$ cat config.mk
export PLATFORM = sky130hd
export DESIGN_NAME = sya_ctrl
export DESIGN_NICKNAME = d
export VERILOG_FILES = /design/src/rtl/sya_ctrl.sv
export SDC_FILE = /design/constraint.sdc
export NUM_CORES = 1
export LEC_CHECK = 0
export CAP_MARGIN = 20
export CORE_UTILIZATION = 25
export DETAILED_ROUTE_END_ITERATION = 16
export DONT_BUFFER_PORTS = 1
export MAX_ROUTING_LAYER = met4
export RECOVER_POWER = 25
export SYNTH_ARGS = -nofsm -noshare
export SYNTH_HDL_FRONTEND = slang
export SYNTH_SLANG_ARGS = --single-unit
$ cat constraint.sdc
create_clock -name clk -period 4.9 [get_ports clk]
set_clock_uncertainty 0.2 [all_clocks]
set_input_delay 0.245 -clock clk [delete_from_list [all_inputs] [get_ports clk]]
set_output_delay 0.245 -clock clk [all_outputs]
set_load 0.1 [all_outputs]
$ cat src/rtl/sya_ctrl.sv
// rtl/sya_ctrl.sv - Output-stationary systolic array sequencer (feed, skew flush, row drain)
module sya_ctrl #(
  parameter int NUM_ROW    = 16,
  parameter int NUM_COL    = 16,
  parameter int K_WIDTH    = 12,
  parameter int TILE_WIDTH = 10,
  parameter int FLUSH_LEN  = NUM_ROW + NUM_COL - 1
) (
  input  logic                       clk,
  input  logic                       rst_n,
  input  logic [K_WIDTH-1:0]         cfg_k,
  input  logic [TILE_WIDTH-1:0]      cfg_ntile,
  input  logic                       start,
  output logic                       busy,
  output logic                       done,
  input  logic                       in_vld,
  output logic                       in_rdy,
  output logic                       in_zero,
  output logic                       arr_en,
  output logic                       arr_acc_reset,
  output logic                       out_vld,
  input  logic                       out_rdy,
  output logic [$clog2(NUM_ROW)-1:0] out_row,
  output logic [TILE_WIDTH-1:0]      out_tile
);

  localparam int ROW_W   = $clog2(NUM_ROW);
  localparam int FLUSH_W = $clog2(FLUSH_LEN + 1);
  localparam logic [FLUSH_W-1:0] FLUSH_LAST = FLUSH_W'(FLUSH_LEN - 1);
  localparam logic [ROW_W-1:0]   ROW_LAST   = ROW_W'(NUM_ROW - 1);

  typedef enum logic [2:0] {
    S_IDLE  = 3'd0,
    S_FEED  = 3'd1,
    S_FLUSH = 3'd2,
    S_DRAIN = 3'd3,
    S_DONE  = 3'd4
  } state_e;

  state_e                 state_q;
  logic [K_WIDTH-1:0]     k_q;
  logic [K_WIDTH-1:0]     kcnt_q;
  logic [TILE_WIDTH-1:0]  ntile_q;
  logic [TILE_WIDTH-1:0]  tcnt_q;
  logic [FLUSH_W-1:0]     fcnt_q;
  logic [ROW_W-1:0]       rcnt_q;

  logic feeding;
  logic draining;
  logic last_beat;
  logic last_row;
  logic last_tile;

  // Phase decodes and end-of-count compares (equality only, so full-scale configs never wrap)
  always_comb begin
    feeding   = (state_q == S_FEED);
    draining  = (state_q == S_DRAIN);
    last_beat = (kcnt_q == k_q - 1'b1);
    last_row  = (rcnt_q == ROW_LAST);
    last_tile = (tcnt_q == ntile_q - 1'b1);
  end

  // Array-edge controls: only in_vld may reach these combinationally, so a bubble stalls the array
  always_comb begin
    in_rdy        = feeding;
    arr_en        = feeding ? in_vld : (state_q == S_FLUSH);
    arr_acc_reset = feeding & in_vld & (kcnt_q == '0);
  end

  // Status and drain outputs decoded purely from registered state/counters
  always_comb begin
    busy     = (state_q != S_IDLE);
    done     = (state_q == S_DONE);
    in_zero  = (state_q == S_FLUSH);
    out_vld  = draining;
    out_row  = draining ? rcnt_q : '0;
    out_tile = draining ? tcnt_q : '0;
  end

  // Sequencer: per tile feed cfg_k beats, flush the skew with zero beats, drain rows one per handshake
  always_ff @(posedge clk or negedge rst_n) begin
    if (!rst_n) begin
      state_q <= S_IDLE;
      k_q     <= '0;
      kcnt_q  <= '0;
      ntile_q <= '0;
      tcnt_q  <= '0;
      fcnt_q  <= '0;
      rcnt_q  <= '0;
    end else begin
      case (state_q)
        S_IDLE: begin
          if (start) begin
            k_q     <= cfg_k;
            ntile_q <= cfg_ntile;
            kcnt_q  <= '0;
            tcnt_q  <= '0;
            fcnt_q  <= '0;
            rcnt_q  <= '0;
            state_q <= ((cfg_k == '0) || (cfg_ntile == '0)) ? S_DONE : S_FEED;
          end
        end
        S_FEED: begin
          if (in_vld) begin
            if (last_beat) begin
              kcnt_q  <= '0;
              state_q <= S_FLUSH;
            end else begin
              kcnt_q <= kcnt_q + 1'b1;
            end
          end
        end
        S_FLUSH: begin
          if (fcnt_q == FLUSH_LAST) begin
            fcnt_q  <= '0;
            state_q <= S_DRAIN;
          end else begin
            fcnt_q <= fcnt_q + 1'b1;
          end
        end
        S_DRAIN: begin
          if (out_rdy) begin
            if (last_row) begin
              rcnt_q  <= '0;
              tcnt_q  <= tcnt_q + 1'b1;
              state_q <= last_tile ? S_DONE : S_FEED;
            end else begin
              rcnt_q <= rcnt_q + 1'b1;
            end
          end
        end
        S_DONE: begin
          state_q <= S_IDLE;
        end
        default: begin
          state_q <= S_IDLE;
        end
      endcase
    end
  end

endmodule

==> results.json, run 1 <==
{
  "clockBufferDepth": 2,
  "path_clk_slew_ns": 0.07,
  "cap_violations": 1,
  "drt_pass1_iterations": 5,
  "hp-class": "input port to flip-flop",
  "antenna_cells": 0,
  "netlist.top_cell.by_area": "dfrtp_1",
  "detail_route.wl_per_cell_um": 15.65,
  "cts_resized": 0,
  "hold_violations": 0,
  "grt_pass1_wl_mm": 15.43,
  "drtIter0Drc": 164,
  "fin_crit_sh_pct": 70.32,
  "numCtsBuffers": 5,
  "status": "finished with violations",
  "vdd_drop_max_mv": 0.2309,
  "worst_setup_path_start_kind": "input port",
  "die_y_um": 123.6,
  "cp_max_fo": 56,
  "dieArea_um2": 15280,
  "nets": 459,
  "post_dp_cell_area_um2": 3951,
  "synth_cells": 412,
  "start_util_pct": 25.54,
  "drcViolationCount": 0,
  "portBuffers": 0,
  "synth_top_area_share_pct": 37.89,
  "path_buf_inv": 2,
  "synth-seq-cells": 56,
  "dp_slack_ns": 1.928,
  "root_buffer": "clkbuf_16",
  "crit_required_ns": 4.43,
  "most-common-layout-cells": "dfrtp_1 (56), nand2_1 (36), nor2_1 (26)",
  "critPathTopFamily": "buffers and inverters",
  "cpMaxStageDelayCell": "clkbuf_1",
  "p_per_area_nw_per_um2": 464.8,
  "final_common_cell": "dfrtp_1",
  "synth_nets": 447,
  "routed_wl_mm": 9.529,
  "finalSetupViolations": 0,
  "hold_ws_ns": 0.01683,
  "yosys_warnings": 0,
  "hpwl_mm": 7.068,
  "synthFlopType": "dfrtp_1",
  "synth_top_cells_by_area": "dfrtp_1 (38%), mux2_2 (4.9%), xnor2_1 (4.5%)",
  "report.final.slew_viol_count": 57,
  "design_area_um2": 4373,
  "synth_area_um2": 3699,
  "vias": 3134,
  "fin_tns_setup_ns": 0,
  "worst_pin_slew_ns": 3.082,
  "avgViaCountPerCell": 5.146,
  "grt_max_degree": 57,
  "antenna_left": 0,
  "track_usage_pct": 13.33,
  "ys_types": 58,
  "antenna_found_initial": 0,
  "utilization_pct": 30.20,
  "htree_levels": 2,
  "clock_sinks": 56,
  "clock_latency_ns": 0.29,
  "rows": 44,
  "coreArea_um2": 14480,
  "rsz0062_at_grt": "no",
  "grt_pass1_vias": 3029,
  "slew_headroom_pct": -105.5,
  "dieWidth_um": 123.6,
  "place_congestion": 0.8432,
  "cts_tree": "built",
  "p_total_mw": 2.032,
  "synth_edf_count": 0,
  "io_pins": 48,
  "crit_path_max_incr_delay_ns": 2.17,
  "fin_crit_ns": 3.446,
  "syn_to_final_growth_pct": 18.23,
  "syn_area_per_cell_um2": 8.977,
  "leakagePower_nw": 1.760,
  "fmax_mhz": 290.2,
  "ys_seq_area_share_pct": 37.89,
  "endpoint_kind": "async pin",
  "overflow": 0,
  "drive_above_1_share_pct": 10.82,
  "critPathKind": "input port to async pin",
  "post-place-cells": 575,
  "layout_setup_ws_ns": 1.454,
  "async_flop_share_pct": 100.0,
  "violations": "max-capacitance violations, max-slew violations",
  "fin_cells": 609,
  "cp.arrival_ns": 2.97,
  "cp_cell_sequence": "dlygate4sd3_1, clkbuf_1"
}
==> per-layer routing <==
metal  global-route usage, %  up-vias  part of all wire (%)  routed length (um)
li1                        -     1515                     -                   -
met1                   18.39     1532                    47                4499
met2                   20.52       85                    46                4373
met3                   2.152        2                   6.4                 614
met4                   2.786        0                  0.44                  42
met5                       -        -                     0                   0
==> worst paths after layout <==
path                             from       endpoint  slack (ns)  depth (start not counted)
setup / recovery                rst_n      kcnt_q[4]        1.45                          2
hold / removal                out_rdy      rcnt_q[0]        0.02                          2
setup reg to reg               k_q[0]     state_q[0]        1.91                          8
hold reg to reg             fcnt_q[4]      fcnt_q[4]        0.29                          1
max in group clk           state_q[2]  arr_acc_reset        1.65                          6
min in group asynchronous       rst_n      tcnt_q[5]        1.32                          2
==> registers in the layout (all words and copies together), names as in the netlist <==
signal,cells
k_q,12
kcnt_q,12
ntile_q,10
tcnt_q,10
fcnt_q,5
rcnt_q,4
state_q,3
==> cell families (layout without fill, tap and decap cells) <==
family | count (synthesis) | after routing | synth area share [%]
xor+xnor | 38 | 38 | 8.999
fa+ha+maj | 8 | 8 | 2.706
mux | 23 | 23 | 6.766
flops | 56 | 56 | 37.89
compound gates | 75 | 75 | 13.70
simple gates | 166 | 166 | 24.59
buf+inv | 46 | 59 | 5.345
==> layout make-up <==
class / count / area [um^2]
flip-flops and latches: 56 / 1401
repair buffers: 32 / 359.1
clock inverters: 3 / 42.54
inverters: 19 / 71.32
well taps: 184 / 230.2
multi-input cells: 310 / 2143
clock buffers: 5 / 125.1
fillers: 1479 / 10110
==> cell usage after synthesis, types with 3 or more instances <==
cell type,count
nand2b_1,3
mux2_2,16
mux2i_1,7
ha_1,8
o211ai_1,4
dfrtp_1,56
a31o_2,3
nand2_1,36
nor4_1,11
and3_1,9
inv_1,19
o31ai_1,5
nor2_1,27
and2_1,13
nor2b_1,4
buf_2,8
a31oi_1,4
a21oi_1,13
o21ai_0,19
xor2_1,19
or4_1,4
a211oi_1,3
nand4_1,19
nand3_1,11
nor3_1,13
xnor2_1,19
clkbuf_1,16
o21ai_1,4
==> report_power, final <==
part / total (mW) / internal (mW) / switching, mW
logic: 0.755 / 0.366 / 0.389
registers: 0.868 / 0.610 / 0.258
clock network: 0.409 / 0.241 / 0.168
==> repair_timing <==
item / in CTS / in global routing
hold endpoints to repair: 81 / 0
hold buffers: 26 / 0
buffers inserted: 0 / 0
No activity file was read; power rests on OpenSTA's default activity.
==> run 2, diff against run 1 <==
==> constraint.sdc (replaced) <==
create_clock -name clk -period 2.8 [get_ports clk]
set_clock_uncertainty 0.2 [all_clocks]
set_input_delay 0.14 -clock clk [delete_from_list [all_inputs] [get_ports clk]]
set_output_delay 0.14 -clock clk [all_outputs]
set_load 0.1 [all_outputs]
==> run 2 against run 1 <==
  * The run ends with design-rule violations left
  * Global-route usage up 0.33 points
  * Sequential power up 72%
  * First-iteration DRC count up 22%
  * Worst setup slack worse by 1.3 ns
  * Final area up 7.5%
  * Combinational power up 85%
  * Clock-buffer cell count up 2
  * Largest cell class unchanged
==> results.json, run 2 (synthesis results as in run 1) <==
{
  "r2r_slack_ns": 0.19,
  "overflow": 0,
  "critPathKind": "flip-flop to flip-flop",
  "path_buf_inv": 1,
  "rows": 44,
  "rsz0062_at_grt": "no",
  "clockBufferDepth": 2,
  "crit_required_ns": 2.77,
  "nets": 482,
  "fin_crit_ns": 2.613,
  "path_clk_slew_ns": 0.07,
  "dieArea_um2": 15280,
  "fillers": 1490,
  "hold_start": "start",
  "drtIter0Drc": 200,
  "design_area_um2": 4701,
  "critPathTopFamily": "compound AO/OA/AOI/OAI gates",
  "grt_pass1_wl_mm": 15.81,
  "utilization_pct": 32.47,
  "dr_wl_met3_um": 495,
  "worst_pin_slew_ns": 1.375,
  "most-common-layout-cells": "dfrtp_1 (56), nand2_1 (36), nor2_1 (26)",
  "vdd_drop_max_mv": 0.4157,
  "start_util_pct": 25.54,
  "leakagePower_nw": 1.913,
  "post-place-cells": 598,
  "post_dp_cell_area_um2": 4295,
  "die_y_um": 123.6,
  "cpMostUsedCell": "or3_1",
  "r2r-start": "k_q[0]",
  "track_usage_pct": 13.66,
  "final_common_cell": "dfrtp_1",
  "cap_violations": 0,
  "p_per_area_nw_per_um2": 755.5,
  "drive_above_1_share_pct": 17.19,
  "fin_crit_sh_pct": 93.32,
  "detail_route.wl_per_cell_um": 15.01,
  "hold_violations": 0,
  "hold_path_depth": 2,
  "slew_headroom_pct": 8.321,
  "hpwl_mm": 7.013,
  "finalSetupViolations": 0,
  "place_congestion": 0.8544,
  "regToRegEndpoint": "state_q[0]",
  "drcViolationCount": 1,
  "clock_latency_ns": 0.30,
  "io_pins": 48,
  "reg_top3": "k_q (12), kcnt_q (12)",
  "root_buffer": "clkbuf_16",
  "dieWidth_um": 123.6,
  "highest_layer": "met4",
  "htree_levels": 2,
  "hp-class": "input port to flip-flop",
  "grt_pass1_vias": 3185,
  "cpMaxStageDelayCell": "or3_1",
  "reg2reg_depth": 8,
  "violations": "design-rule violations",
  "antenna_found_initial": 0,
  "routed_wl_mm": 9.486,
  "clock_sinks": 56,
  "fmax_mhz": 382.7,
  "vias": 3224,
  "cts_tree": "built",
  "wl_met2_mm": 4.598,
  "syn_to_final_growth_pct": 27.10,
  "numCtsBuffers": 5,
  "cp.arrival_ns": 2.58,
  "cp_max_fo": 11,
  "report.final.slew_viol_count": 0,
  "antenna_left": 0,
  "coreArea_um2": 14480,
  "avgViaCountPerCell": 5.101,
  "wirelength_met1_mm": 4.301,
  "antenna_cells": 0,
  "cts_resized": 0,
  "grt_max_degree": 57,
  "fin_cells": 632,
  "status": "finished with violations",
  "drt_pass1_iterations": 10,
  "portBuffers": 0,
  "worst_setup_path_start_kind": "flip-flop",
  "cp_cell_sequence": "inv_1, ha_1, or3_1, or3_1, a311oi_1, o2111a_2, a31o_2, o2111ai_2",
  "endpoint_kind": "flip-flop",
  "crit_path_max_incr_delay_ns": 0.39,
  "hold_path_end": "fcnt_q[1]"
}
## run 2: cell count changes in the layout (fill, tap and decap cells not counted), sizes merged
cell and delta:
buf +23, bufinv -1, clkbuf +2, clkinv -1
## run 2: power breakdown
| part | internal [mW] | switching, mW | total (mW) |
|---|---|---|---|
| logic | 0.680 | 0.725 | 1.40 |
| registers | 1.07 | 0.425 | 1.49 |
| clock network | 0.358 | 0.296 | 0.653 |
## run 2: through the flow
step           worst slack, ns  total power [mW]  setup TNS (ns)  hold WS [ns]
2_1_floorplan          -0.4138             2.509          -1.001       -0.3556
3_3_place_gp            0.2404             2.796               0       -0.3532
3_5_place_dp            0.1913             2.854               0       -0.3533
4_1_cts                 0.1730             3.566               0      0.003565
5_1_grt                0.03942             3.815               0       0.02557
6_report                0.1871             3.551               0      0.002645
## run 2: worst max-delay path by stage
stage                           from            end  slack, ns  cells past startpoint
after detailed placement      k_q[0]     state_q[0]       0.19                      8
final                         k_q[0]     state_q[0]       0.19                      8
after global routing          k_q[0]     state_q[0]       0.04                      8
after CTS                     k_q[0]     state_q[0]       0.17                      8
after floorplan           state_q[2]  arr_acc_reset      -0.41                      6
after global placement        k_q[0]     state_q[0]       0.24                      8
## run 2: cell type report
class                   count  area, um^2  share of cell area (%)
clock buffers               7       142.6                   3.034
clock inverters             1       7.507                  0.1597
inverters                  19       71.32                   1.517
multi-input cells         310        2160                   45.94
flip-flops and latches     56        1401                   29.81
well taps                 184       230.2                   4.898
repair buffers             55       688.2                   14.64
## run 2: what timing repair did
item,in CTS,in global routing
setup buffers,0,0
endpoints found under the hold margin,85,0
hold buffers,26,0
## run 2: layer usage
metal,global-route usage (%),vias to the layer above
met5,-,-
li1,-,1554
met2,22.19,85
met3,2.060,5
met1,17.61,1580
met4,3.840,0
